## src/rtl/id_ex_stage_if.sv

```systemverilog
// Decode->execute stage bundle: upstream handshake and operands, forwarding
// sources, flush, downstream handshake and payload, stall statistics.
interface id_ex_stage_if #(parameter int CNT_W = 16);
   logic             in_valid, in_ready;
   logic [31:0]      in_pc, in_rs1_data, in_rs2_data, in_imm;
   logic [4:0]       in_rs1_addr, in_rs2_addr, in_rd_addr;
   logic [10:0]      in_aluop;
   logic             in_use_pc, in_use_imm, in_reg_write, in_is_load;
   logic [4:0]       exmem_rd, memwb_rd;
   logic             exmem_reg_write, memwb_reg_write;
   logic [31:0]      exmem_result, memwb_result;
   logic             flush;
   logic             out_valid, out_ready;
   logic [31:0]      out_a, out_b, out_store_data, out_pc;
   logic [10:0]      out_aluop;
   logic [4:0]       out_rd_addr;
   logic             out_reg_write, out_is_load;
   logic [CNT_W-1:0] stall_count;

   modport master (
      output in_valid, in_pc, in_rs1_data, in_rs2_data, in_imm,
             in_rs1_addr, in_rs2_addr, in_rd_addr, in_aluop,
             in_use_pc, in_use_imm, in_reg_write, in_is_load,
             exmem_rd, exmem_reg_write, exmem_result,
             memwb_rd, memwb_reg_write, memwb_result, flush, out_ready,
      input  in_ready, out_valid, out_a, out_b, out_store_data, out_pc,
             out_aluop, out_rd_addr, out_reg_write, out_is_load, stall_count
   );

   modport slave (
      input  in_valid, in_pc, in_rs1_data, in_rs2_data, in_imm,
             in_rs1_addr, in_rs2_addr, in_rd_addr, in_aluop,
             in_use_pc, in_use_imm, in_reg_write, in_is_load,
             exmem_rd, exmem_reg_write, exmem_result,
             memwb_rd, memwb_reg_write, memwb_result, flush, out_ready,
      output in_ready, out_valid, out_a, out_b, out_store_data, out_pc,
             out_aluop, out_rd_addr, out_reg_write, out_is_load, stall_count
   );
endinterface

```

## src/rtl/id_ex_stage.sv

```systemverilog
// ID/EX pipeline register with operand forwarding, load-use interlock,
// flush, valid/ready backpressure and a saturating stall counter.
module id_ex_stage #(
   parameter int CNT_W = 16
) (
   input logic        clk,
   input logic        rst,
   id_ex_stage_if.slave bus
);
   logic             outValid;
   logic [31:0]      outA, outB, outStoreData, outPc;
   logic [10:0]      outAluop;
   logic [4:0]       outRdAddr;
   logic             outRegWrite, outIsLoad;
   logic [CNT_W-1:0] stallCnt;

   logic [31:0] fwdRs1, fwdRs2;
   logic        loadUse, inReady, accept;

   // EX/MEM is younger than MEM/WB, so it wins when both target the register.
   function automatic logic [31:0] fwdOperand(
      input logic [4:0]  addr,
      input logic [31:0] regData,
      input logic        exWr,
      input logic [4:0]  exRd,
      input logic [31:0] exRes,
      input logic        wbWr,
      input logic [4:0]  wbRd,
      input logic [31:0] wbRes
   );
      if (addr != 5'd0 && exWr && exRd == addr)      return exRes;
      else if (addr != 5'd0 && wbWr && wbRd == addr) return wbRes;
      else                                           return regData;
   endfunction

   always_comb begin
      fwdRs1 = fwdOperand(bus.in_rs1_addr, bus.in_rs1_data,
                          bus.exmem_reg_write, bus.exmem_rd, bus.exmem_result,
                          bus.memwb_reg_write, bus.memwb_rd, bus.memwb_result);
      fwdRs2 = fwdOperand(bus.in_rs2_addr, bus.in_rs2_data,
                          bus.exmem_reg_write, bus.exmem_rd, bus.exmem_result,
                          bus.memwb_reg_write, bus.memwb_rd, bus.memwb_result);
   end

   // Held load's data isn't available until it reaches MEM/WB: hold off one cycle.
   assign loadUse = outValid && outIsLoad && (outRdAddr != 5'd0) &&
                    ((outRdAddr == bus.in_rs1_addr) || (outRdAddr == bus.in_rs2_addr));
   assign inReady = (!outValid || bus.out_ready) && !loadUse;
   assign accept  = bus.in_valid && inReady && !bus.flush;

   always_ff @(posedge clk or posedge rst) begin
      if (rst) begin
         outValid     <= 1'b0;
         outA         <= '0;
         outB         <= '0;
         outStoreData <= '0;
         outPc        <= '0;
         outAluop     <= '0;
         outRdAddr    <= '0;
         outRegWrite  <= 1'b0;
         outIsLoad    <= 1'b0;
         stallCnt     <= '0;
      end else begin
         if (bus.flush) begin
            outValid <= 1'b0;
         end else if (accept) begin
            outValid     <= 1'b1;
            outA         <= bus.in_use_pc  ? bus.in_pc  : fwdRs1;
            outB         <= bus.in_use_imm ? bus.in_imm : fwdRs2;
            outStoreData <= fwdRs2;
            outPc        <= bus.in_pc;
            outAluop     <= bus.in_aluop;
            outRdAddr    <= bus.in_rd_addr;
            outRegWrite  <= bus.in_reg_write;
            outIsLoad    <= bus.in_is_load;
         end else if (outValid && bus.out_ready) begin
            outValid <= 1'b0;
         end
         if (bus.in_valid && !inReady && !bus.flush && stallCnt != '1)
            stallCnt <= stallCnt + CNT_W'(1);
      end
   end

   assign bus.in_ready       = inReady;
   assign bus.out_valid      = outValid;
   assign bus.out_a          = outA;
   assign bus.out_b          = outB;
   assign bus.out_store_data = outStoreData;
   assign bus.out_pc         = outPc;
   assign bus.out_aluop      = outAluop;
   assign bus.out_rd_addr    = outRdAddr;
   assign bus.out_reg_write  = outRegWrite;
   assign bus.out_is_load    = outIsLoad;
   assign bus.stall_count    = stallCnt;
endmodule

```

## src/flat_wrapper.sv

```systemverilog
// flat-port wrapper written by rule: the top's interface ports become plain ports
module id_ex_stage_flat 
#(
   parameter int CNT_W = 16
)
  (clk, rst, bus_in_valid, bus_in_pc, bus_in_rs1_data, bus_in_rs2_data, bus_in_imm, bus_in_rs1_addr, bus_in_rs2_addr, bus_in_rd_addr, bus_in_aluop, bus_in_use_pc, bus_in_use_imm, bus_in_reg_write, bus_in_is_load, bus_exmem_rd, bus_exmem_reg_write, bus_exmem_result, bus_memwb_rd, bus_memwb_reg_write, bus_memwb_result, bus_flush, bus_out_ready, bus_in_ready, bus_out_valid, bus_out_a, bus_out_b, bus_out_store_data, bus_out_pc, bus_out_aluop, bus_out_rd_addr, bus_out_reg_write, bus_out_is_load, bus_stall_count);
  id_ex_stage_if #(.CNT_W(CNT_W)) bus_i ();
  input logic clk;
  input logic rst;
  input wire logic [$bits(bus_i.in_valid)-1:0] bus_in_valid;
  input wire logic [$bits(bus_i.in_pc)-1:0] bus_in_pc;
  input wire logic [$bits(bus_i.in_rs1_data)-1:0] bus_in_rs1_data;
  input wire logic [$bits(bus_i.in_rs2_data)-1:0] bus_in_rs2_data;
  input wire logic [$bits(bus_i.in_imm)-1:0] bus_in_imm;
  input wire logic [$bits(bus_i.in_rs1_addr)-1:0] bus_in_rs1_addr;
  input wire logic [$bits(bus_i.in_rs2_addr)-1:0] bus_in_rs2_addr;
  input wire logic [$bits(bus_i.in_rd_addr)-1:0] bus_in_rd_addr;
  input wire logic [$bits(bus_i.in_aluop)-1:0] bus_in_aluop;
  input wire logic [$bits(bus_i.in_use_pc)-1:0] bus_in_use_pc;
  input wire logic [$bits(bus_i.in_use_imm)-1:0] bus_in_use_imm;
  input wire logic [$bits(bus_i.in_reg_write)-1:0] bus_in_reg_write;
  input wire logic [$bits(bus_i.in_is_load)-1:0] bus_in_is_load;
  input wire logic [$bits(bus_i.exmem_rd)-1:0] bus_exmem_rd;
  input wire logic [$bits(bus_i.exmem_reg_write)-1:0] bus_exmem_reg_write;
  input wire logic [$bits(bus_i.exmem_result)-1:0] bus_exmem_result;
  input wire logic [$bits(bus_i.memwb_rd)-1:0] bus_memwb_rd;
  input wire logic [$bits(bus_i.memwb_reg_write)-1:0] bus_memwb_reg_write;
  input wire logic [$bits(bus_i.memwb_result)-1:0] bus_memwb_result;
  input wire logic [$bits(bus_i.flush)-1:0] bus_flush;
  input wire logic [$bits(bus_i.out_ready)-1:0] bus_out_ready;
  output wire logic [$bits(bus_i.in_ready)-1:0] bus_in_ready;
  output wire logic [$bits(bus_i.out_valid)-1:0] bus_out_valid;
  output wire logic [$bits(bus_i.out_a)-1:0] bus_out_a;
  output wire logic [$bits(bus_i.out_b)-1:0] bus_out_b;
  output wire logic [$bits(bus_i.out_store_data)-1:0] bus_out_store_data;
  output wire logic [$bits(bus_i.out_pc)-1:0] bus_out_pc;
  output wire logic [$bits(bus_i.out_aluop)-1:0] bus_out_aluop;
  output wire logic [$bits(bus_i.out_rd_addr)-1:0] bus_out_rd_addr;
  output wire logic [$bits(bus_i.out_reg_write)-1:0] bus_out_reg_write;
  output wire logic [$bits(bus_i.out_is_load)-1:0] bus_out_is_load;
  output wire logic [$bits(bus_i.stall_count)-1:0] bus_stall_count;
  assign bus_i.in_valid = bus_in_valid;
  assign bus_i.in_pc = bus_in_pc;
  assign bus_i.in_rs1_data = bus_in_rs1_data;
  assign bus_i.in_rs2_data = bus_in_rs2_data;
  assign bus_i.in_imm = bus_in_imm;
  assign bus_i.in_rs1_addr = bus_in_rs1_addr;
  assign bus_i.in_rs2_addr = bus_in_rs2_addr;
  assign bus_i.in_rd_addr = bus_in_rd_addr;
  assign bus_i.in_aluop = bus_in_aluop;
  assign bus_i.in_use_pc = bus_in_use_pc;
  assign bus_i.in_use_imm = bus_in_use_imm;
  assign bus_i.in_reg_write = bus_in_reg_write;
  assign bus_i.in_is_load = bus_in_is_load;
  assign bus_i.exmem_rd = bus_exmem_rd;
  assign bus_i.exmem_reg_write = bus_exmem_reg_write;
  assign bus_i.exmem_result = bus_exmem_result;
  assign bus_i.memwb_rd = bus_memwb_rd;
  assign bus_i.memwb_reg_write = bus_memwb_reg_write;
  assign bus_i.memwb_result = bus_memwb_result;
  assign bus_i.flush = bus_flush;
  assign bus_i.out_ready = bus_out_ready;
  assign bus_in_ready = bus_i.in_ready;
  assign bus_out_valid = bus_i.out_valid;
  assign bus_out_a = bus_i.out_a;
  assign bus_out_b = bus_i.out_b;
  assign bus_out_store_data = bus_i.out_store_data;
  assign bus_out_pc = bus_i.out_pc;
  assign bus_out_aluop = bus_i.out_aluop;
  assign bus_out_rd_addr = bus_i.out_rd_addr;
  assign bus_out_reg_write = bus_i.out_reg_write;
  assign bus_out_is_load = bus_i.out_is_load;
  assign bus_stall_count = bus_i.stall_count;
  id_ex_stage #(.CNT_W(CNT_W)) u_core (.clk(clk), .rst(rst), .bus(bus_i));
endmodule
```

## config.mk

```make
export PLATFORM = sky130hd
export DESIGN_NAME = id_ex_stage_flat
export DESIGN_NICKNAME = d
export VERILOG_FILES = /design/src/rtl/id_ex_stage_if.sv /design/src/rtl/id_ex_stage.sv /design/src/flat_wrapper.sv
export SDC_FILE = /design/constraint.sdc
export NUM_CORES = 1
export LEC_CHECK = 0
export ABC_AREA = 0
export BUFFER_PORTS_ARGS = -buffer_cell sky130_fd_sc_hd__buf_2
export CAP_MARGIN = 20
export CORE_AREA = 10 10 150 152
export DETAILED_ROUTE_END_ITERATION = 6
export DIE_AREA = 0 0 160 162
export GPL_ROUTABILITY_DRIVEN = 0
export GPL_TIMING_DRIVEN = 0
export PLACE_DENSITY = 0.75
export SLEW_MARGIN = 20
export SYNTH_ARGS = -nofsm -noshare
export SYNTH_HDL_FRONTEND = slang
export SYNTH_SLANG_ARGS = --single-unit
```

## constraint.sdc

```tcl
create_clock -name clk -period 7.1 [get_ports clk]
set_clock_uncertainty 0.2 [all_clocks]
set_input_delay 1.42 -clock clk [delete_from_list [all_inputs] [get_ports clk]]
set_output_delay 1.42 -clock clk [all_outputs]
set_load 0.005 [all_outputs]
```

==> results by group, run 1 <==
Status
  • Status: complete, no violations

Setup path
  • Crit Path Max Fanout: 4
  • Worst r2r path cells: 8
  • Crit Path Category: in2out
  • FF-to-FF End: u_core.bus.out_store_data[0]$_DFFE_PP0P_
  • FF-to-FF Start: u_core.bus.out_rd_addr[3]$_DFFE_PP0P_
  • WP data required: roughly 5500 ps
  • Crit start category: primary input
  • CP endpoint kind: primary output
  • CP arrival: ~2600 ps
  • Worst R2R Setup Slack: around 4000 ps

Power
  • Clk pwr share: around 34%
  • Logic pwr share: between 20% and 30%
  • P_sw: around 860 uW
  • Total Power: roughly 2.8 mW
  • PD cells: between 200 and 250 nW/um^2
  • Leak: around 5.6 nW
  • Part of the power in registers: a little over two fifths
  • Max VDD drop: between 0.0002 and 0.00025 V
  • Net Sw Frac: a little under a third
  • Internal: roughly 1.9 mW

STA
  • Post-route minimum period: around 4200 ps
  • Final period util: approximately three fifths
  • Hold slack: between 200 and 300 ps
  • Worst slew pin tran: 893 ps
  • RSZ-0062 raised after global routing: no
  • Max Slew Vio Count: 0
  • Final Setup Violations: 0
  • Worst slew margin: 40.4%
  • FMAX: 238 MHz
  • Final Hold Fails: 0

Drt
  • Routed wire length: between 30 and 40 mm
  • Initial DRC Count: between 500 and 600
  • Drt first pass iters: 6
  • ANT nets after route: 0
  • Post-route DRC: 0
  • Via density: approximately 5.5
  • Total number of vias: between 8000 and 9000
  • Routed length per instance: 24.3 um

GRT
  • Number of global-route vias before repair: approximately 8700
  • GRT Overall Usage: 26.7%
  • Remaining Overflow, GRT: 0
  • Global-route wire length before repair: 53.2 mm
  • Largest net degree at the start of global routing: 87
  • Initial antenna violation count: 5

Synth
  • Yosys top cell area share: 48.2%
  • Post-synth net total: slightly above 1000
  • Number of synthesized register bits: about 160
  • Compound-Gate Fraction of Synth Area: between 10% and 20%
  • Syn. warnings: 0
  • Seq/Total Area, Yosys: 48.2%
  • Synth Area in Adders: 0.148%
  • Post-synthesis simple-gate area fraction: under 10%
  • Syn Area/Cell: roughly 11 sq um
  • Post-Syn Area: approximately 8500 sq um
  • Largest family of logic cells by synthesized area: multiplexers
  • Post-synth cell types: 36
  • Post-Synthesis Cells: 787
  • Xor/xnor cell area share of the yosys netlist: approximately 4.6%
  • Main area contributors after synthesis: dfrtp_1, mux2i_1, mux2_2
  • Mux share of post-synthesis cell area: a little under a quarter
  • Yosys top cell by area: dfrtp_1

Die
  • Number of I/O pins: 403
  • Die span in x: between 150 and 200 um
  • Core ar.: 19400 sq um
  • Die height: about 160 um
  • Die ar.: 25900 sq um
  • Initial Util: between 40 and 50%
  • FP Rows: 51

Worst hold path
  • Hold Startpoint: u_core.bus.out_a[17]$_DFFE_PP0P_
  • Hold path cells: 2
  • Endpoint with the worst hold slack: u_core.bus.out_a[17]$_DFFE_PP0P_
  • Hold crit path type: reg2reg

Job
  • Max-cap violations: 0

Placed design
  • HPWL after detailed placement: a little under 30 mm
  • Post-Place Cells: 1453
  • PortBufs: 400

Final layout
  • Non-filler cells, final: between 1000 and 1500
  • Finished Core Util: roughly three fifths
  • Nets@finish: 1447
  • Layout cells sized above 1: 45.2%
  • Area Overhead vs Synth: 35.1%

Clock tree
  • Number of buffers created by CTS: 17
  • CTS resizes: 0
  • Clk pin slew, worst setup/hold paths: roughly 60 ps
  • H-tree levels: 4
  • Longest Clk Path Bufs: 2
  • CTS tree: done
  • Post-CTS Setup Bufs: 0
  • Clock Latency Late Sink: approximately 420 ps
  • Root Buffer: clkbuf_16
  • CTS hold repair buffers: 0
  • CTS Sinks: about 160
==> flip-flops by register name, summed over array words and instances, names as in the netlist <==
| register | flops |
|---|---|
| u_core.bus.out_a | 32 |
| u_core.bus.out_valid | 1 |
| u_core.bus.out_aluop | 11 |
| u_core.bus.out_is_load | 1 |
| u_core.bus.stall_count | 16 |
| u_core.bus.out_pc | 32 |
| u_core.bus.out_store_data | 32 |
| u_core.bus.out_b | 32 |
| u_core.bus.out_reg_write | 1 |
| u_core.bus.out_rd_addr | 5 |
==> how the worst max path moves through the flow <==
stage | cells after the start | slack (ps) | to | from
after detailed placement | 7 | 2910 | bus_in_ready | bus_in_rs1_addr[3]
after global routing | 7 | 2760 | bus_in_ready | bus_in_rs1_addr[3]
after global placement | 2 | -1000 | u_core.bus.out_store_data[24]$_DFFE_PP0P_ | rst
after floorplan | 1 | 1080 | u_core.bus.out_a[0]$_DFFE_PP0P_ | rst
after CTS | 7 | 2910 | bus_in_ready | bus_in_rs1_addr[3]
final | 7 | 2910 | bus_in_ready | bus_in_rs1_addr[3]
==> area by class of cell <==
class	instances	area (sq um)
Clock inverter	13	145
Timing Repair Buffer	401	2030
Inverter	3	18.8
Tap cell	265	332
Antenna cell	4	10.0
Fill cell	1765	7970
Sequential cell	163	4080
Buffer	56	292
Clock buffer	19	443
Multi-Input combinational cell	565	4080
==> cell usage in the layout, fill, tap and decap left out, drive strengths merged, types with 12 or more instances in the layout <==
master,n
a211oi,32
buf,433
nand4,12
mux2,83
mux2i,97
o21ai,66
a21oi,64
clkbuf,43
nand2,69
dfrtp,163
xnor2,22
nor2,71
xor2,22
==> through the flow <==
stage | setup WS [ps] | instance area, sq um | setup TNS (ps)
after floorplan | 1080 | 8460 | 0
after global placement | -996 | 10800 | -159010
after detailed placement | 2910 | 10800 | 0
after CTS | 2910 | 11400 | 0
after global routing | 2760 | 11400 | 0
final | 2910 | 11400 | 0
==> critical path: stages <==
cell	delay, ps
buf_2	150
xor2_1	170
nor3_1	210
a22oi_1	120
o21ai_1	230
nand2_1	130
buf_2	150
==> power groups by stage <==
stage                     combinational, mW  sequential [mW]  clock (mW)
final                                 0.657             1.18       0.940
after global routing                  0.717             1.20       0.989
after CTS                             0.665             1.18       0.946
after detailed placement              0.663             1.20           0
after global placement                0.647             1.19           0
after floorplan                       0.278             1.21           0
==> Yosys cell counts <==
cell,n
nor3b_1,1
o31ai_1,1
a31o_2,1
mux2i_1,97
a21oi_1,64
nand2b_1,1
nand3_1,2
xnor2_1,22
nor2_1,70
mux2_2,62
nand4_1,12
nor3b_2,1
nor3_1,3
nand2_1,69
clkbuf_1,24
a21o_1,1
inv_1,3
mux2_1,1
a22oi_1,1
xor2_1,22
and3_1,6
buf_6,4
buf_2,20
dfrtp_1,163
o21ai_0,29
ha_1,1
nor2_2,1
nor4_1,1
a211oi_1,32
o21ai_1,37
mux2_4,20
nor4_4,2
buf_4,7
buf_1,1
nand4b_1,1
or4_1,4
==> layer usage <==
| layer | routed length (um) | global-route usage (%) | vias to the layer above | share of wire, % |
|---|---|---|---|---|
| met1 | 13700 | 29.4 | 3974 | 38 |
| met2 | 17900 | 45.5 | 440 | 49 |
| li1 | - | - | 3634 | - |
| met3 | 3210 | 9.43 | 92 | 8.9 |
| met4 | 1420 | 12.1 | 2 | 3.9 |
| met5 | 13 | 0 | - | 0.036 |
==> cell families (layout without fill, tap and decap cells) <==
family          after synthesis  count (layout)
flops                       163             163
other cells                   0               4
simple gates                174             174
buf+inv                      59             492
xor+xnor                     44              44
mux                         180             180
fa+ha+maj                     1               1
compound gates              166             166
No activity file was read; power rests on OpenSTA's default activity.
==> run 2, diff against run 1 <==
- ABC_AREA: 0 -> 1
- CORE_AREA: 10 10 150 152 -> default
- CORE_MARGIN: default -> 10
- CORE_UTILIZATION: default -> 50
- DIE_AREA: 0 0 160 162 -> default
- PLACE_DENSITY: 0.75 -> 0.81
- clock period: 7.1 -> 4 ns (I/O delays scaled with it)
==> results by group, run 2 <==
Drt
  • Drt first pass iters: 7 (+1)
  • ANT nets after route: 0 (unchanged)
  • Via density: 5.35 (-2.2%)
  • Routed length per instance: 19.1 um (-21%)
  • Post-route DRC: 3 (+3)
  • Initial DRC Count: 1419 (+170%)
  • Total number of vias: 12200 (+49%)
  • Routed wire length: 43.4 mm (+20%)

Synth
  • Async set-reset flop share out of synthesis: 100% (unchanged)
  • Post-synth cell types: 28 (-22%)
  • Yosys top cell by area: dfrtp_1
  • Syn Area/Cell: 6.41 sq um (-40%)
  • Post-Synthesis Cells: 1568 (+99%)
  • Post-synth EDFFs: 0 (unchanged)
  • Number of synthesized register bits: 163 (unchanged)
  • Yosys top cell area share: 40.6% (-7.6 points)
  • Syn. warnings: 0 (unchanged)
  • Main area contributors after synthesis: dfrtp_1, nand2_1, nand3_1
  • Main synth FF type: dfrtp_1
  • Post-synth net total: 1808 (+76%)
  • Top-count cell post-synth: nand2_1
  • Synth top cells by count: nand2_1, nand3_1, dfrtp_1
  • Seq/Total Area, Yosys: 40.6% (-7.6 points)
  • Post-Syn Area: 10100 sq um (+19%)

Clock tree
  • Clk pin slew, worst setup/hold paths: 70 ps (about the same)
  • Longest Clk Path Bufs: 2 (unchanged)
  • Root Buffer: clkbuf_16
  • CTS Sinks: 163 (unchanged)
  • CTS hold repair buffers: 0 (unchanged)
  • CTS resizes: 0 (unchanged)
  • Number of buffers created by CTS: 17 (unchanged)
  • Clock Latency Late Sink: 440 ps (+20 ps)
  • Post-CTS Setup Bufs: 0 (unchanged)
  • CTS tree: done
  • H-tree levels: 4 (unchanged)

Setup path
  • Worst-path cell chain: buf_2, inv_1, nand2_1, nand2_1, nor2_1, nand3_1, nand2_1, nand2_1, nand2_2, buf_2, inv_1, buf_2
  • Crit-path slowest cell: buf_2
  • Max incr delay on CP: 250 ps (+20 ps)
  • Worst path most repeated cell: nand2_1
  • WP data required: 3000 ps (-2480 ps)
  • Crit Path Category: in2out
  • Crit Path Max Fanout: 10 (+6)
  • Crit start category: primary input
  • CP arrival: 2130 ps (-440 ps)
  • CP endpoint kind: primary output

Final layout
  • Commonest non-fill, non-tap cell in the layout: nand2_1
  • Multi-input logic area: 4860 sq um (+19%)
  • Reg area: 4080 sq um (unchanged)
  • Fill count: 1861 (+5.4%)
  • Most frequent cells in the layout: nand2_1, buf_2, nand3_1
  • Finished Core Util: 66.6% (+7.7 points)
  • Nets@finish: 2234 (+54%)
  • Layout cells sized above 1: 25.9% (-19 points)
  • Area Overhead vs Synth: 30.3%

Power
  • Max VDD drop: 0.000294 V (+37%)
  • Total Power: 5.05 mW (+82%)
  • Leak: 8.07 nW (+44%)
  • PD cells: 386 nW/um^2 (+59%)

GRT
  • Initial antenna violation count: 3 (-2)
  • Global-route wire length before repair: 65.8 mm (+24%)
  • GRT Overall Usage: 31.8% (+5.2 points)
  • Number of global-route vias before repair: 11900 (+37%)
  • Remaining Overflow, GRT: 0 (unchanged)
  • Largest net degree at the start of global routing: 35 (-60%)

Die
  • Number of I/O pins: 403 (unchanged)
  • Core ar.: 19700 sq um (+1.3%)
  • Die span in x: 162 um (+1.1%)
  • Die height: 162 um (-0.12%)
  • Initial Util: 51.2% (+7.5 points)
  • Die ar.: 26200 sq um (+1.0%)
  • FP Rows: 51 (unchanged)

STA
  • FMAX: about 320 MHz
  • Worst slew margin: 48.8% (+8.4 points)
  • Post-route minimum period: 3130 ps
  • Max Slew Vio Count: 0 (unchanged)
  • Worst slew pin tran: 765 ps (-129 ps)
  • Setup TNS: 0 ps (unchanged)
  • Final worst slack: 865 ps (-2040 ps)
  • Final Setup Violations: 0 (unchanged)
  • Final Hold Fails: 0 (unchanged)
  • Final period util: ~78%
  • RSZ-0062 raised after global routing: no

Placed design
  • Worst slack at placement: 816 ps (-2090 ps)
  • HPWL after detailed placement: 34.7 mm (+20%)
  • PortBufs: 402 (+0.50%)

Status
  • Failing checks: DRC
  • Status: finished, violations left

Job
  • Max-cap violations: 0 (unchanged)

Worst hold path
  • Hold crit path type: in2async
run 2: cell count changes after synthesis, moves of 14 or more:
cell | before | now
a211oi_1 | 32 | 0
mux2_2 | 62 | 0
inv_1 | 3 | 156
o21ai_0 | 29 | 6
xor2_1 | 22 | 8
nand2_1 | 69 | 692
a21oi_1 | 64 | 2
mux2_4 | 20 | 0
buf_2 | 20 | 40
nand3_1 | 2 | 248
nor2_1 | 70 | 151
o21ai_1 | 37 | 1
mux2i_1 | 97 | 0
run 2: cells by family (layout without fill, tap and decap cells):
logic type / count (synthesis) / after routing / share of synthesized area (%)
flip-flops: 163 / 163 / 40.6
XOR/XNOR: 21 / 21 / 1.83
AO/OA/AOI/OAI: 10 / 10 / 0.523
adder cells (fa/ha/maj): 1 / 1 / 0.124
AND/OR/NAND/NOR: 1122 / 1122 / 45.9
buffers and inverters: 251 / 690 / 11.1
other: 0 / 3 / 0
run 2: path summary, 6_finish.rpt:
| kind | start | end | slack, ps | cells past startpoint |
|---|---|---|---|---|
| worst max-delay path | bus_in_rs1_addr[1] | bus_in_ready | 870 | 12 |
| worst min-delay path | rst | u_core.bus.out_pc[13]$_DFFE_PP0P_ | 130 | 2 |
| worst max register to register | u_core.bus.out_rd_addr[3]$_DFFE_PP0P_ | u_core.bus.out_pc[8]$_DFFE_PP0P_ | 1770 | 12 |
| worst min register to register | u_core.bus.out_aluop[7]$_DFFE_PP0P_ | u_core.bus.out_aluop[7]$_DFFE_PP0P_ | 280 | 2 |
| max in group asynchronous | rst | u_core.bus.out_store_data[0]$_DFFE_PP0P_ | 2740 | 4 |
| min in group clk | u_core.bus.out_aluop[7]$_DFFE_PP0P_ | u_core.bus.out_aluop[7]$_DFFE_PP0P_ | 280 | 2 |
run 2: layer usage:
layer | vias up | part of all wire [%] | GRT usage, %
met1 | 5541 | 37 | 37.5
met5 | - | 0 | 0
li1 | 5669 | - | -
met4 | 0 | 5.4 | 17.3
met3 | 146 | 10 | 7.74
met2 | 813 | 47 | 52.5
run 2: power by group:
| part | internal (mW) | switching, mW | total, mW |
|---|---|---|---|
| clock network | 0.839 | 0.827 | 1.67 |
| logic | 0.523 | 0.774 | 1.30 |
| registers | 1.91 | 0.178 | 2.09 |
run 2: critical path: cells and delay by family:
| kind | cells | cell delay [ps] |
|---|---|---|
| buffers and inverters | 5 | 620 |
| and+or+nand+nor | 7 | 700 |
run 2: cell type report:
cell class,count,area share [%]
antenna,3,0.0573
buffer,84,3.71
clock buffer,17,3.25
clock inverter,15,1.23
inverter,167,4.82
multi-input combinational,1154,37.1
sequential,163,31.1
tap,265,2.53
timing repair buffer,407,16.1
run 2: through the flow:
step	cell area [sq um]	cells	hold WS, ps
after detailed placement	12500	2240	259
after CTS	13100	2272	130
after global routing	13100	2274	143
after global placement	12400	2235	256
final	13100	2275	133
after floorplan	10100	1568	272
==> run 3, diff against run 2 <==
- clock period: 4 -> 2.95 ns (I/O delays scaled with it)
==> results by group, run 3 (synthesis results as in run 2) <==
Setup path
  • Worst-path cell chain: nor3_1, nand3_1, nand3_1, inv_1, nand2_1, nand2_4, inv_1, buf_2
  • CP arrival: 1870 ps (-260 ps)
  • Crit start category: register
  • WP data required: 2160 ps (-840 ps)
  • CP endpoint kind: primary output
  • Max incr delay on CP: 470 ps (+220 ps)
  • Crit Path Category: reg2out
  • Crit Path Max Fanout: 19 (+9)
  • Crit-path slowest cell: dfrtp_1

Clock tree
  • Number of buffers created by CTS: 17 (unchanged)
  • Root Buffer: clkbuf_16
  • CTS Sinks: 163 (unchanged)
  • Clk pin slew, worst setup/hold paths: 80 ps (about the same)
  • CTS tree: done
  • Longest Clk Path Bufs: 2 (unchanged)
  • Clock Latency Late Sink: 440 ps (about the same)
  • H-tree levels: 4 (unchanged)

Placed design
  • Placed Area: 12500 sq um (unchanged)
  • PortBufs: 402 (unchanged)
  • HPWL after detailed placement: 34.7 mm (unchanged)
  • Post-Place Cells: 2240 (unchanged)

Die
  • Die height: 162 um (unchanged)
  • Initial Util: 51.2% (unchanged)
  • Die ar.: 26200 sq um (unchanged)
  • Number of I/O pins: 403 (unchanged)
  • FP Rows: 51 (unchanged)
  • Die span in x: 162 um (unchanged)
  • Core ar.: 19700 sq um (unchanged)

Final layout
  • Nets@finish: 2234 (unchanged)
  • Design area: 13100 sq um (about the same)
  • Fill count: 1860 (-0.054%)
  • Commonest non-fill, non-tap cell in the layout: nand2_1
  • Most frequent cells in the layout: nand2_1, buf_2, nand3_1
  • Finished Core Util: 66.7% (about the same)
  • Area Overhead vs Synth: 30.4% (about the same)
  • Non-filler cells, final: 2275 (unchanged)
  • Layout cells sized above 1: 25.9% (-0.050 points)

GRT
  • Number of global-route vias before repair: 11900 (+0.042%)
  • Largest net degree at the start of global routing: 35 (unchanged)
  • Initial antenna violation count: 3 (unchanged)
  • GRT Overall Usage: 31.9% (about the same)
  • Remaining Overflow, GRT: 0 (unchanged)
  • Global-route wire length before repair: 65.9 mm (about the same)

Power
  • Max VDD drop: 0.000397 V (+35%)
  • Leak: 8.07 nW (about the same)
  • PD cells: 522 nW/um^2 (+35%)

STA
  • Final period util: between 90% and 100%
  • FMAX: about 380 MHz
  • Max Slew Vio Count: 0 (unchanged)
  • Post-route minimum period: 2660 ps
  • Final Setup Violations: 0 (unchanged)
  • Worst slew pin tran: 765 ps (+0.0144 ps)
  • RSZ-0062 raised after global routing: no
  • Final Hold Fails: 0 (unchanged)
  • Hold slack: 147 ps (+14.2 ps)
  • Worst slew margin: 48.8% (about the same)
  • Setup TNS: 0 ps (unchanged)

Drt
  • Routed wire length: 43.4 mm (about the same)
  • ANT nets after route: 0 (unchanged)
  • Initial DRC Count: 1333 (-6.1%)
  • Via density: 5.32 (-0.48%)
  • Routed length per instance: 19.1 um (about the same)
  • Post-route DRC: 0 (-3)
  • Drt first pass iters: 6 (-1)
  • Total number of vias: 12100 (-0.48%)

Status
  • Status: complete, no violations

Worst hold path
  • Hold crit path type: in2reg

Job
  • Max-cap violations: 0 (unchanged)
run 3: metrics by stage:
stage	worst slack (ps)	total power, mW
finish	285	6.85
global route	102	7.18
CTS	69.4	6.84
global placement	-997	4.54
detailed placement	-24.1	4.60
floorplan	89.2	3.66
run 3: report_power, final:
part	switching [mW]	total (mW)	internal, mW
clock network	1.12	2.25	1.14
registers	0.242	2.83	2.59
logic	1.05	1.76	0.710
total	2.41	6.85	4.44
run 3: layout make-up:
type / count / area, sq um / area share [%]
repair buffers: 408 / 2120 / 16.2
flip-flops and latches: 163 / 4080 / 31.1
diodes: 3 / 7.51 / 0.0573
inverters: 167 / 631 / 4.81
well taps: 265 / 332 / 2.53
plain buffers: 83 / 480 / 3.67
clock inverters: 15 / 161 / 1.23
clock buffers: 17 / 425 / 3.25
multi-input cells: 1154 / 4870 / 37.1
run 3: path summary, 6_finish.rpt:
path	startpoint	to	slack, ps	depth (start not counted)
max in group asynchronous	rst	u_core.bus.out_store_data[0]$_DFFE_PP0P_	1350	5
min in group asynchronous	rst	u_core.bus.out_pc[13]$_DFFE_PP0P_	480	3
setup / recovery	u_core.bus.out_rd_addr[3]$_DFFE_PP0P_	bus_in_ready	290	8
hold reg to reg	u_core.bus.out_aluop[7]$_DFFE_PP0P_	u_core.bus.out_aluop[7]$_DFFE_PP0P_	270	2
hold / removal	bus_in_aluop[0]	u_core.bus.out_aluop[0]$_DFFE_PP0P_	150	3
setup reg to reg	u_core.bus.out_rd_addr[3]$_DFFE_PP0P_	u_core.bus.out_pc[8]$_DFFE_PP0P_	670	12
run 3: layer usage:
| layer | track usage (%) | up-vias | wire, um |
|---|---|---|---|
| met2 | 52.6 | 749 | 20400 |
| li1 | - | 5668 | - |
| met4 | 17.3 | 0 | 2380 |
| met1 | 37.5 | 5547 | 16400 |
| met5 | 0 | - | 0 |
| met3 | 7.74 | 147 | 4250 |
run 3: timing repair:
action | CTS | global route
endpoints found under the setup margin | 0 | 1
setup buffers | 0 | 0
endpoints found under the hold margin | 7 | 0
gates resized for setup | 0 | 1
hold buffers | 1 | 0
run 3: critical path, delay by kind of cell (launching register included):
family	cells	cell delay, ps
flops	1	470
simple gates	5	740
buf+inv	3	230
